### src/rtl/id_stage_reg_pkg.sv
// Shared widths and write_type encodings for the ID stage and its hazard checker.
package id_stage_reg_pkg;
  localparam int DW      = 32;
  localparam int ALUOP_W = 12;
  localparam int WT_W    = 3;

  // write_type: which stage produces the destination value (000 = no write)
  localparam logic [WT_W-1:0] WT_NONE = 3'b000;
  localparam logic [WT_W-1:0] WT_WB   = 3'b001;
  localparam logic [WT_W-1:0] WT_MEM  = 3'b010;
  localparam logic [WT_W-1:0] WT_EXE  = 3'b100;
endpackage

### src/rtl/id_stage_reg_pipe_hs_reg.sv
// Generic valid/allowin register slice: one valid bit plus a data word.
// valid advances whenever allowin is high; data only loads on an accepted live transfer.
module pipe_hs_reg #(
  parameter int W = 32
) (
  input  logic         clk,
  input  logic         rst,
  input  logic         flush,
  input  logic         in_valid,
  input  logic         allowin,
  input  logic [W-1:0] in_data,
  output logic         valid,
  output logic [W-1:0] data
);
  always_ff @(posedge clk) begin
    if (rst || flush) valid <= 1'b0;
    else if (allowin) valid <= in_valid;
  end

  // Data is deliberately not cleared on a bubble; consumers must qualify with valid.
  always_ff @(posedge clk) begin
    if (rst) data <= '0;
    else if (in_valid && allowin && !flush) data <= in_data;
  end
endmodule

### src/rtl/id_stage_reg.sv
// ID-stage control and ID/EXE boundary register for the 5-stage MIPS core.
// Optional stall/bubble counters are built when ID_STALL_PERF_EN is defined.
module id_stage_reg
  import id_stage_reg_pkg::*;
#(
  parameter int DW      = id_stage_reg_pkg::DW,
  parameter int ALUOP_W = id_stage_reg_pkg::ALUOP_W,
  parameter int WT_W    = id_stage_reg_pkg::WT_W
) (
  input  logic               clk,
  input  logic               rst,
  input  logic               fs_to_ds_valid,
  input  logic [DW-1:0]      fs_pc,
  input  logic [31:0]        fs_inst,
  output logic               ds_allowin,
  output logic [DW-1:0]      ds_pc,
  output logic [31:0]        ds_inst,
  output logic               ds_valid,
  input  logic [ALUOP_W-1:0] dec_alu_op,
  input  logic [DW-1:0]      dec_src1,
  input  logic [DW-1:0]      dec_src2,
  input  logic [4:0]         dec_wnum,
  input  logic [WT_W-1:0]    dec_write_type,
  input  logic               hazard_ready,
  input  logic               es_allowin,
  input  logic               flush,
  output logic               es_valid,
  output logic [DW-1:0]      es_pc,
  output logic [ALUOP_W-1:0] es_alu_op,
  output logic [DW-1:0]      es_src1,
  output logic [DW-1:0]      es_src2,
  output logic [4:0]         es_wnum,
  output logic [WT_W-1:0]    exe_write_type,
  output logic [4:0]         exe_wnum
`ifdef ID_STALL_PERF_EN
  ,
  output logic [31:0]        id_stall_cnt,
  output logic [31:0]        id_bubble_cnt
`endif
);
  localparam int DS_W = DW + 32;
  localparam int ES_W = DW + ALUOP_W + DW + DW + 5 + WT_W;

  // Handshake: a stage transfers on an edge where the producer's valid and the
  // consumer's allowin are both high; allowin is true when the stage is empty or
  // its own contents are leaving this same edge.
  logic ds_ready_go;
  logic ds_to_es_valid;
  logic [WT_W-1:0] es_write_type;
  logic [DS_W-1:0] ds_data;
  logic [ES_W-1:0] es_data;

  assign ds_ready_go    = hazard_ready;
  assign ds_to_es_valid = ds_valid && ds_ready_go;
  assign ds_allowin     = !ds_valid || (ds_ready_go && es_allowin);

  pipe_hs_reg #(.W(DS_W)) u_fs_ds (
    .clk      (clk),
    .rst      (rst),
    .flush    (flush),
    .in_valid (fs_to_ds_valid),
    .allowin  (ds_allowin),
    .in_data  ({fs_pc, fs_inst}),
    .valid    (ds_valid),
    .data     (ds_data)
  );

  assign {ds_pc, ds_inst} = ds_data;

  // With es_allowin high and ID stalled, in_valid is 0 so a bubble enters EXE.
  pipe_hs_reg #(.W(ES_W)) u_ds_es (
    .clk      (clk),
    .rst      (rst),
    .flush    (flush),
    .in_valid (ds_to_es_valid),
    .allowin  (es_allowin),
    .in_data  ({ds_pc, dec_alu_op, dec_src1, dec_src2, dec_wnum, dec_write_type}),
    .valid    (es_valid),
    .data     (es_data)
  );

  assign {es_pc, es_alu_op, es_src1, es_src2, es_wnum, es_write_type} = es_data;

  // Gate by es_valid so stale bundle data left behind a bubble never stalls ID.
  assign exe_write_type = es_valid ? es_write_type : WT_W'(WT_NONE);
  assign exe_wnum       = es_wnum;

`ifdef ID_STALL_PERF_EN
  logic stall_ev;
  logic bubble_ev;

  assign stall_ev  = ds_valid && !hazard_ready && !flush;
  assign bubble_ev = es_allowin && ds_valid && !ds_ready_go && !flush;

  always_ff @(posedge clk) begin
    if (rst) begin
      id_stall_cnt  <= '0;
      id_bubble_cnt <= '0;
    end else begin
      if (stall_ev && (id_stall_cnt != 32'hFFFF_FFFF))
        id_stall_cnt <= id_stall_cnt + 32'd1;
      if (bubble_ev && (id_bubble_cnt != 32'hFFFF_FFFF))
        id_bubble_cnt <= id_bubble_cnt + 32'd1;
    end
  end
`endif
endmodule
### config.mk
export PLATFORM = sky130hd
export DESIGN_NAME = id_stage_reg
export DESIGN_NICKNAME = d
export VERILOG_FILES = /design/src/rtl/id_stage_reg_pkg.sv /design/src/rtl/id_stage_reg_pipe_hs_reg.sv /design/src/rtl/id_stage_reg.sv
export SDC_FILE = /design/constraint.sdc
export NUM_CORES = 1
export LEC_CHECK = 0
export ABC_AREA = 0
export BUFFER_PORTS_ARGS = -buffer_cell sky130_fd_sc_hd__buf_4
export CORE_ASPECT_RATIO = 0.7
export CORE_MARGIN = 3
export CORE_UTILIZATION = 50
export DETAILED_ROUTE_END_ITERATION = 10
export GPL_ROUTABILITY_DRIVEN = 0
export PLACE_DENSITY = 0.82
export RECOVER_POWER = 50
export SYNTH_ARGS = -nofsm -noshare
export SYNTH_HDL_FRONTEND = slang
export SYNTH_HIERARCHICAL = 1
export SYNTH_SLANG_ARGS = --single-unit
export TNS_END_PERCENT = 1
### constraint.sdc
create_clock -name clk -period 2.01 [get_ports clk]
set_input_delay 0.402 -clock clk [delete_from_list [all_inputs] [get_ports clk]]
set_output_delay 0.402 -clock clk [all_outputs]
set_load 0.1 [all_outputs]
==> impl_results.md, run 1 <==
- Status: completed
- Largest net degree at the start of global routing: 99
- Initial Util: between 50 and 60%
- Final Skew: approximately 0.013 ns
- Top sig layer: met4
- Min-Delay Path Class: input port to flip-flop
- CTS Buffer Depth: 2
- Worst Path Arrival: 1.27 ns
- Crit Path Category: flip-flop to primary output
- Flop pwr share: roughly 45%
- Slew @ Worst Pin: roughly 0.58 ns
- Ant diodes: 0
- Worst Path Required: ~1.6 ns
- Area Growth Syn to Fin: 35.0%
- Vias per Instance: roughly 4.6
- Pins Over Slew Limit: 0
- Max-cap violations: 0
- Number of fill cells: approximately 1300
- Met2 routed WL: around 9600 um
- WL/cell: roughly 15 um
- Power Internal: slightly below 0.006 W
- Fin cells: approximately 1300
- Final setup viols: 0
- Pre-antenna DRT Iters: 4
- Critical Path Source Type: flip-flop
- Core Area: 15800 um2
- CTS Hold Buffers Added: 0
- Net Switching: 0.00245 W
- Pre-CTS setup slack: 0.354 ns
- Share of cells above drive strength 1: roughly 35%
- DRT antenna net count: 0
- Finished Core Util: 70.2%
- GRT overflow: 0
- CTS sink cnt: 182
- Peak VDD IR: around 0.48 mV
- Root Driver: clkbuf_16
- Tot GR Track Use: around a fifth
- Die ar.: between 15000 and 20000 um2
- Postcts setup bufs: 0
- Final hold violations: 0
- RSZ-0062 raised after global routing: no
- Leakage power: about 4.6 nW
- CP max FO: 4
- H-tree depth: 4
- Die Width: about 160 um
- Clock share of power: between 30% and 40%
- Drt initial violations: 418
- Switching Fraction: a little under 30%
- Vias in the first global route: slightly above 6000
- Combinational power share: about 17%
- Die Y: 113 um
- Crit. End Element: primary output
- Minimum clock period: about 1.7 ns
- Layout Nets: 1257
- Part of the cycle the worst path needs: between 80% and 90%
- Met3 Routed Length: around 1600 um
- Cell area power density: about 750 nW/um2
- Setup ws final: about 0.34 ns
- Synth Instances: 798
- Placed Cells: roughly 1300
- IO Port Bufs: between 300 and 400
- Reg clk slew, reported paths: about 0.07 ns
- I/O pin count: about 340
- Seq/Total Area, Yosys: 44.4%
- Row count: 38
- DRC: 0
- Initial antenna violation count: 0
- Vias: about 6200
- Resized cells post-CTS: 0
- Global-route wire length before repair: roughly 31000 um
- Syn_area_per_cell: 10.3 um2
- Skew-Pair Late Insertion Delay: about 0.41 ns
- Peak Freq: about 600 MHz
- Netlist cell types: 13
- Most frequent cells in the layout: 360 x nand2b_1, 226 x buf_4, 182 x mux2i_1, 182 x dfxtp_1, 116 x clkbuf_2
- TritonCTS buffer count: 17
- Most common cell after layout, fill and taps aside: nand2b_1
- Fin Setup TNS: 0 ns
- #FFs+latches synth: around 180
- Mapped Nets: ~950
- Worst slew margin: 61.4%
- CTS tree: yes
- Synth Warn #: 6
- Final wirelength: roughly 20000 um
- Routed length on met1: about 8300 um
- DP HPWL: around 15000 um
- Area of the mapped netlist: ~8200 um2
## power groups by stage
stage	registers, W	clock network (W)	logic, W
after floorplan	0.00439	0	0.000416
after global placement	0.00382	0	0.00140
after detailed placement	0.00382	0	0.00141
after CTS	0.00374	0.00327	0.00141
after global routing	0.00375	0.00343	0.00145
final	0.00374	0.00320	0.00138
## cell type report
type	instances	area (um2)	share of cell area [%]
Timing Repair Buffer	351	2450	22.1
Clock buffer	18	439	3.96
Multi-Input combinational cell	551	4140	37.4
Clock inverter	14	130	1.17
Sequential cell	182	3640	32.9
Tap cell	220	275	2.48
## Yosys cell counts
master    instances  share of area, %
nand2b_1        360                27
dfxtp_1         182                44
mux2i_1         182                22
clkbuf_1         35               1.6
buf_2            12              0.73
buf_12            6               1.5
buf_4             6              0.55
buf_6             6              0.82
and2_1            3              0.23
and3b_1           2              0.21
nor3_1            2              0.12
a21bo_1           1              0.12
and2_2            1             0.092
## path summary, 6_finish.rpt
path,endpoint,slack (ns),cells past startpoint,start
max,ds_allowin,0.34,2,u_fs_ds/valid
min,u_ds_es/valid,0.18,2,flush
max reg2reg,u_ds_es/data[34],0.39,4,u_fs_ds/valid
min reg2reg,u_ds_es/data[94],0.47,2,u_ds_es/data[94]
## metal layers
metal / global-route usage (%) / up-vias
li1: - / 3167
met1: 25.0 / 2790
met2: 36.4 / 204
met3: 7.65 / 34
met4: 7.81 / 0
met5: 0 / -
## per-stage QoR
stage	hold WS, ns	cell area (um2)	power (W)
5_1_grt	0.166	11100	0.00864
2_1_floorplan	0.444	8210	0.00481
4_1_cts	0.164	11400	0.00842
3_5_place_dp	0.463	10800	0.00523
6_report	0.183	11100	0.00832
3_3_place_gp	0.458	10800	0.00523
## cells by family (layout without fill, tap and decap cells)
family | after synthesis | count (layout) | share of synthesized area [%]
buf+inv | 65 | 383 | 5.17
compound gates | 1 | 1 | 0.122
mux | 182 | 182 | 22.2
simple gates | 368 | 368 | 28.1
flops | 182 | 182 | 44.4
## flip-flops by register name (all words and copies together) (netlist names)
register       count
u_fs_ds/data      64
u_fs_ds/valid      1
u_ds_es/data     116
u_ds_es/valid      1
## worst max-delay path, stage by stage, from the launching register on
cell and delay, ns:
dfxtp_1 0.33, a21bo_1 0.22, buf_4 0.31
(Power assumes the default switching activity.)
==> inputs of run 2 (changes only) <==
CORE_UTILIZATION = 48   (was 50)
PLACE_DENSITY = 0.79   (was 0.82)
clock period = 1.7 ns   (was 2.01 ns; I/O delays follow)
==> impl_results.md, run 2 (synthesized netlist as in run 1, its figures left out) <==
- Postcts setup bufs: 0
- I/O pin count: ~340
- Most common cell after layout, fill and taps aside: nand2b_1
- Critical Path Source Type: flip-flop
- Initial antenna violation count: 0
- WL/cell: 15.4 um
- Post-route design area: around 11000 um2
- Worst path cell trace: a21bo_4, buf_4
- IO Port Bufs: 341
- Core Area: roughly 17000 um2
- Hold-critical path depth: 2
- Hold WS: between 0.1 and 0.15 ns
- Peak per-stage delay on the critical path: 0.36 ns
- Layout Nets: 1262
- Drt initial violations: roughly 330
- Worst path slowest cell: dfxtp_2
- Largest register FFs: approximately 120
- Minimum clock period: ~1.6 ns
- Worst slew margin: between 60% and 70%
- Reg clk slew, reported paths: approximately 0.07 ns
- Fin cells: between 1000 and 1500
- Most frequent cells in the layout: 360 x nand2b_1, 291 x buf_4, 182 x mux2i_1
- HP Start: flush
- Setup crit start: u_fs_ds/valid
- Share of cells above drive strength 1: a little over a third
- Die Y: approximately 120 um
- RSZ-0062 raised after global routing: no
- Max-cap violations: 0
- Largest net degree at the start of global routing: between 100 and 150
- Cell area power density: ~900 nW/um2
- Worst reg2reg path depth: 4
- Final Skew: about 0.0086 ns
- Worst reg2reg setup slack: roughly 0.11 ns
- Top reg by flops: u_ds_es/data
- Root Driver: clkbuf_16
- Peak Freq: 628 MHz
- DP HPWL: between 15000 and 20000 um
- Pins Over Slew Limit: 0
- GRT overflow: 0
- CTS Buffer Depth: 2
- Worst Path Arrival: approximately 1.3 ns
- Worst Path Required: around 1.4 ns
- CP max FO: 4
- Tot GR Track Use: a little over a fifth
- Crit. End Element: primary output
- DRT antenna net count: 0
- Status: completed
- Die Width: ~160 um
- Area Growth Syn to Fin: 37.6%
- TritonCTS buffer count: 17
- Leakage power: ~4.7 nW
- Top flop regs: u_ds_es/data: 116 flops, u_fs_ds/data: 64 flops
- Ant diodes: 0
- RR Endpoint: u_fs_ds/data[5]
- Hold-critical path endpoint: u_ds_es/valid
- Vias in the first global route: 6236
- Placed Cells: 1314
- Final hold violations: 0
- Crit Path Category: flip-flop to primary output
- Resized cells post-CTS: 0
- Area post-placement: between 10000 and 15000 um2
- Part of the cycle the worst path needs: 93.7%
- Number of fill cells: ~1300
- Vias per Instance: between 4 and 5
- Min-Delay Path Class: input port to flip-flop
- CTS Hold Buffers Added: 0
- Pre-antenna DRT Iters: 4
- Skew-Pair Late Insertion Delay: 0.42 ns
- Peak VDD IR: 0.574 mV
- H-tree depth: 4
- Global-route wire length before repair: between 30000 and 40000 um
- R2r startpoint: u_fs_ds/valid
- Initial Util: ~50%
- Final wirelength: about 21000 um
- CTS tree: yes
- Row count: 39
- Die ar.: 18700 um2
- Final setup viols: 0
- DRC: 0
- Slew @ Worst Pin: between 0.5 and 0.6 ns
- Vias: roughly 6200
- CTS sink cnt: 182
## run 2: cell types whose count changed in the layout (fill, tap and decap cells not counted), moves of 2 or more
cell        previous run  this run
and2_1                 2         0
and2_2                 2         4
buf_2                  0         2
buf_4                226       291
clkbuf_2             116        52
clkinvlp_4             0         4
dfxtp_1              182       180
dfxtp_2                0         2
inv_6                  7         5
## run 2: critical path: cells and delay by family (launching register included)
family	cells	cell delay, ns
flip-flops	1	0.36
buffers and inverters	1	0.23
AO/OA/AOI/OAI	1	0.24
## run 2: metal layers
layer / vias up / GRT usage (%) / share of wire (%)
met2: 199 / 36.0 / 48
met4: 0 / 6.19 / 1.7
met3: 26 / 8.39 / 8.8
met5: - / 0 / 0
li1: 3178 / - / -
met1: 2809 / 25.5 / 42
## run 2: layout make-up
| class | count | area [um2] | area share, % |
|---|---|---|---|
| clock buffer | 18 | 429 | 3.80 |
| sequential | 182 | 3650 | 32.3 |
| timing repair buffer | 356 | 2650 | 23.4 |
| clock inverter | 14 | 140 | 1.24 |
| tap | 225 | 282 | 2.49 |
| multi-input combinational | 551 | 4150 | 36.8 |
## run 2: through the flow
stage / setup TNS [ns] / worst slack [ns] / util (%) / total power, W
after floorplan: -7.39 / -0.113 / - / 0.00568
final: 0 / 0.106 / 68.3 / 0.00992
after global routing: 0 / 0.0535 / 68.3 / 0.0103
after detailed placement: 0 / 0.180 / 65.8 / 0.00619
after CTS: 0 / 0.0702 / 69.2 / 0.0100
after global placement: 0 / 0.230 / 65.8 / 0.00618
## run 2: where the power goes
part,internal [W],total (W),switching (W),leakage [nW]
registers,0.00436,0.00442,0.0000651,1.48
logic,0.000610,0.00165,0.00104,2.96
clock network,0.00206,0.00385,0.00179,0.268
## run 2: worst max path at each step
stage                  endpoint  slack, ns  cells after the start
6_report             ds_allowin       0.11                      2
5_1_grt              ds_allowin       0.05                      2
4_1_cts              ds_allowin       0.07                      2
3_5_place_dp   u_ds_es/data[61]       0.18                      6
3_3_place_gp   u_ds_es/data[57]       0.23                      6
2_1_floorplan  u_fs_ds/data[32]      -0.11                      5
==> inputs of run 3 (changes only) <==
REMOVE_ABC_BUFFERS = 1   (was default)
==> impl_results.md, run 3 (synthesized netlist as in run 1, its figures left out) <==
- Status: completed
- CTS Hold Buffers Added: 0
- Pre-antenna DRT Iters: 4
- Hold WS: around 0.10 ns
- Final setup viols: 0
- WL/cell: 15.6 um
- Vias in the first global route: around 6000
- Worst Path Arrival: 1.30 ns
- RSZ-0062 raised after global routing: no
- Row count: 39
- CP max FO: 5
- Peak VDD IR: 0.557 mV
- Drt initial violations: between 200 and 300
- Fin Setup TNS: 0 ns
- Pins Over Slew Limit: 0
- Most common cell after layout, fill and taps aside: nand2b_1
- Share of cells above drive strength 1: 34.9%
- Max-cap violations: 0
- Worst reg2reg path depth: 5
- TritonCTS buffer count: 17
- DP HPWL: ~16000 um
- Die Y: roughly 120 um
- CTS sink cnt: between 150 and 200
- Largest net degree at the start of global routing: 81
- Most frequent cells in the layout: 360 x nand2b_1, 200 x buf_4, 182 x mux2i_1, 182 x dfxtp_1, 78 x clkbuf_2
- DRC: 0
- Vias per Instance: between 4 and 5
- IO Port Bufs: 341
- Vias: about 6300
- Reg clk slew, reported paths: about 0.070 ns
- Root Driver: clkbuf_16
- GRT overflow: 0
- Minimum clock period: ~1.6 ns
- Leakage power: 4.71 nW
- Final hold violations: 0
- Critical Path Source Type: flip-flop
- Core Area: ~17000 um2
- Slew @ Worst Pin: roughly 0.57 ns
- Peak Freq: slightly above 600 MHz
- Number of fill cells: between 1000 and 1500
- Global-route wire length before repair: 31600 um
- Worst Path Required: 1.36 ns
- Final wirelength: roughly 21000 um
- Part of the cycle the worst path needs: between 90% and 100%
- Initial antenna violation count: 0
- Die ar.: roughly 19000 um2
- Die Width: approximately 160 um
- DRT antenna net count: 0
- Crit Path Category: flip-flop to primary output
- Min-Delay Path Class: input port to flip-flop
- CTS Buffer Depth: 2
- Worst slew margin: ~62%
- Final Skew: between 0.01 and 0.015 ns
- I/O pin count: 342
- Area Growth Syn to Fin: 35.6%
- Ant diodes: 0
- Overall power: around 0.01 W
- CTS tree: yes
- Hold-critical path depth: 2
- Crit. End Element: primary output
- Cell area power density: 886 nW/um2
- Layout Nets: roughly 1300
- Largest register FFs: around 120
- H-tree depth: 4
- Top flop regs: u_ds_es/data: 116 flops, u_fs_ds/data: 64 flops
- Skew-Pair Late Insertion Delay: roughly 0.43 ns
- Tot GR Track Use: between 20% and 30%
- Initial Util: between 40 and 50%
- Top reg by flops: u_ds_es/data
## run 3: what timing repair did
| item | in CTS | in global routing |
|---|---|---|
| endpoints found under the setup margin | 0 | 1 |
| resized for setup | 0 | 1 |
| setup buffers | 0 | 0 |
## run 3: final timing paths
kind / endpoint / slack (ns) / from
min: u_ds_es/valid / 0.10 / flush
max reg2reg: u_ds_es/data[45] / 0.08 / u_fs_ds/valid
max: exe_write_type[1] / 0.06 / u_ds_es/valid
min reg2reg: u_ds_es/data[84] / 0.47 / u_ds_es/data[84]
## run 3: stage by stage
step | cells | setup slack (ns) | area (um2) | util (%)
after floorplan | 733 | -3.91 | 7780 | -
after global placement | 1318 | 0.224 | 10900 | 66.1
after detailed placement | 1318 | 0.159 | 10900 | 66.1
after CTS | 1349 | 0.0120 | 11500 | 69.5
after global routing | 1349 | 0.00395 | 11100 | 67.3
final | 1349 | 0.0637 | 11100 | 67.3
## run 3: critical path: stages, from the launching register on
cell     delay (ns)
dfxtp_1        0.41
and2_1         0.16
buf_4          0.29
## run 3: cell type report
| type | instances | area (um2) | area share, % |
|---|---|---|---|
| Multi-Input combinational cell | 551 | 4140 | 37.2 |
| Sequential cell | 182 | 3640 | 32.7 |
| Clock inverter | 12 | 121 | 1.09 |
| Clock buffer | 19 | 443 | 3.98 |
| Timing Repair Buffer | 360 | 2490 | 22.4 |
| Tap cell | 225 | 282 | 2.53 |
## run 3: routing by layer
| layer | track usage [%] | part of all wire [%] | up-vias |
|---|---|---|---|
| li1 | - | - | 3184 |
| met1 | 25.2 | 42 | 2894 |
| met2 | 36.2 | 48 | 203 |
| met3 | 8.32 | 8.2 | 21 |
| met4 | 6.53 | 1.3 | 0 |
| met5 | 0 | 0 | - |
## run 3: power by group
part,leakage (nW),internal [W],switching (W)
clock network,0.256,0.00207,0.00172
logic,2.98,0.000599,0.00104
registers,1.47,0.00436,0.0000624
total,4.71,0.00703,0.00282
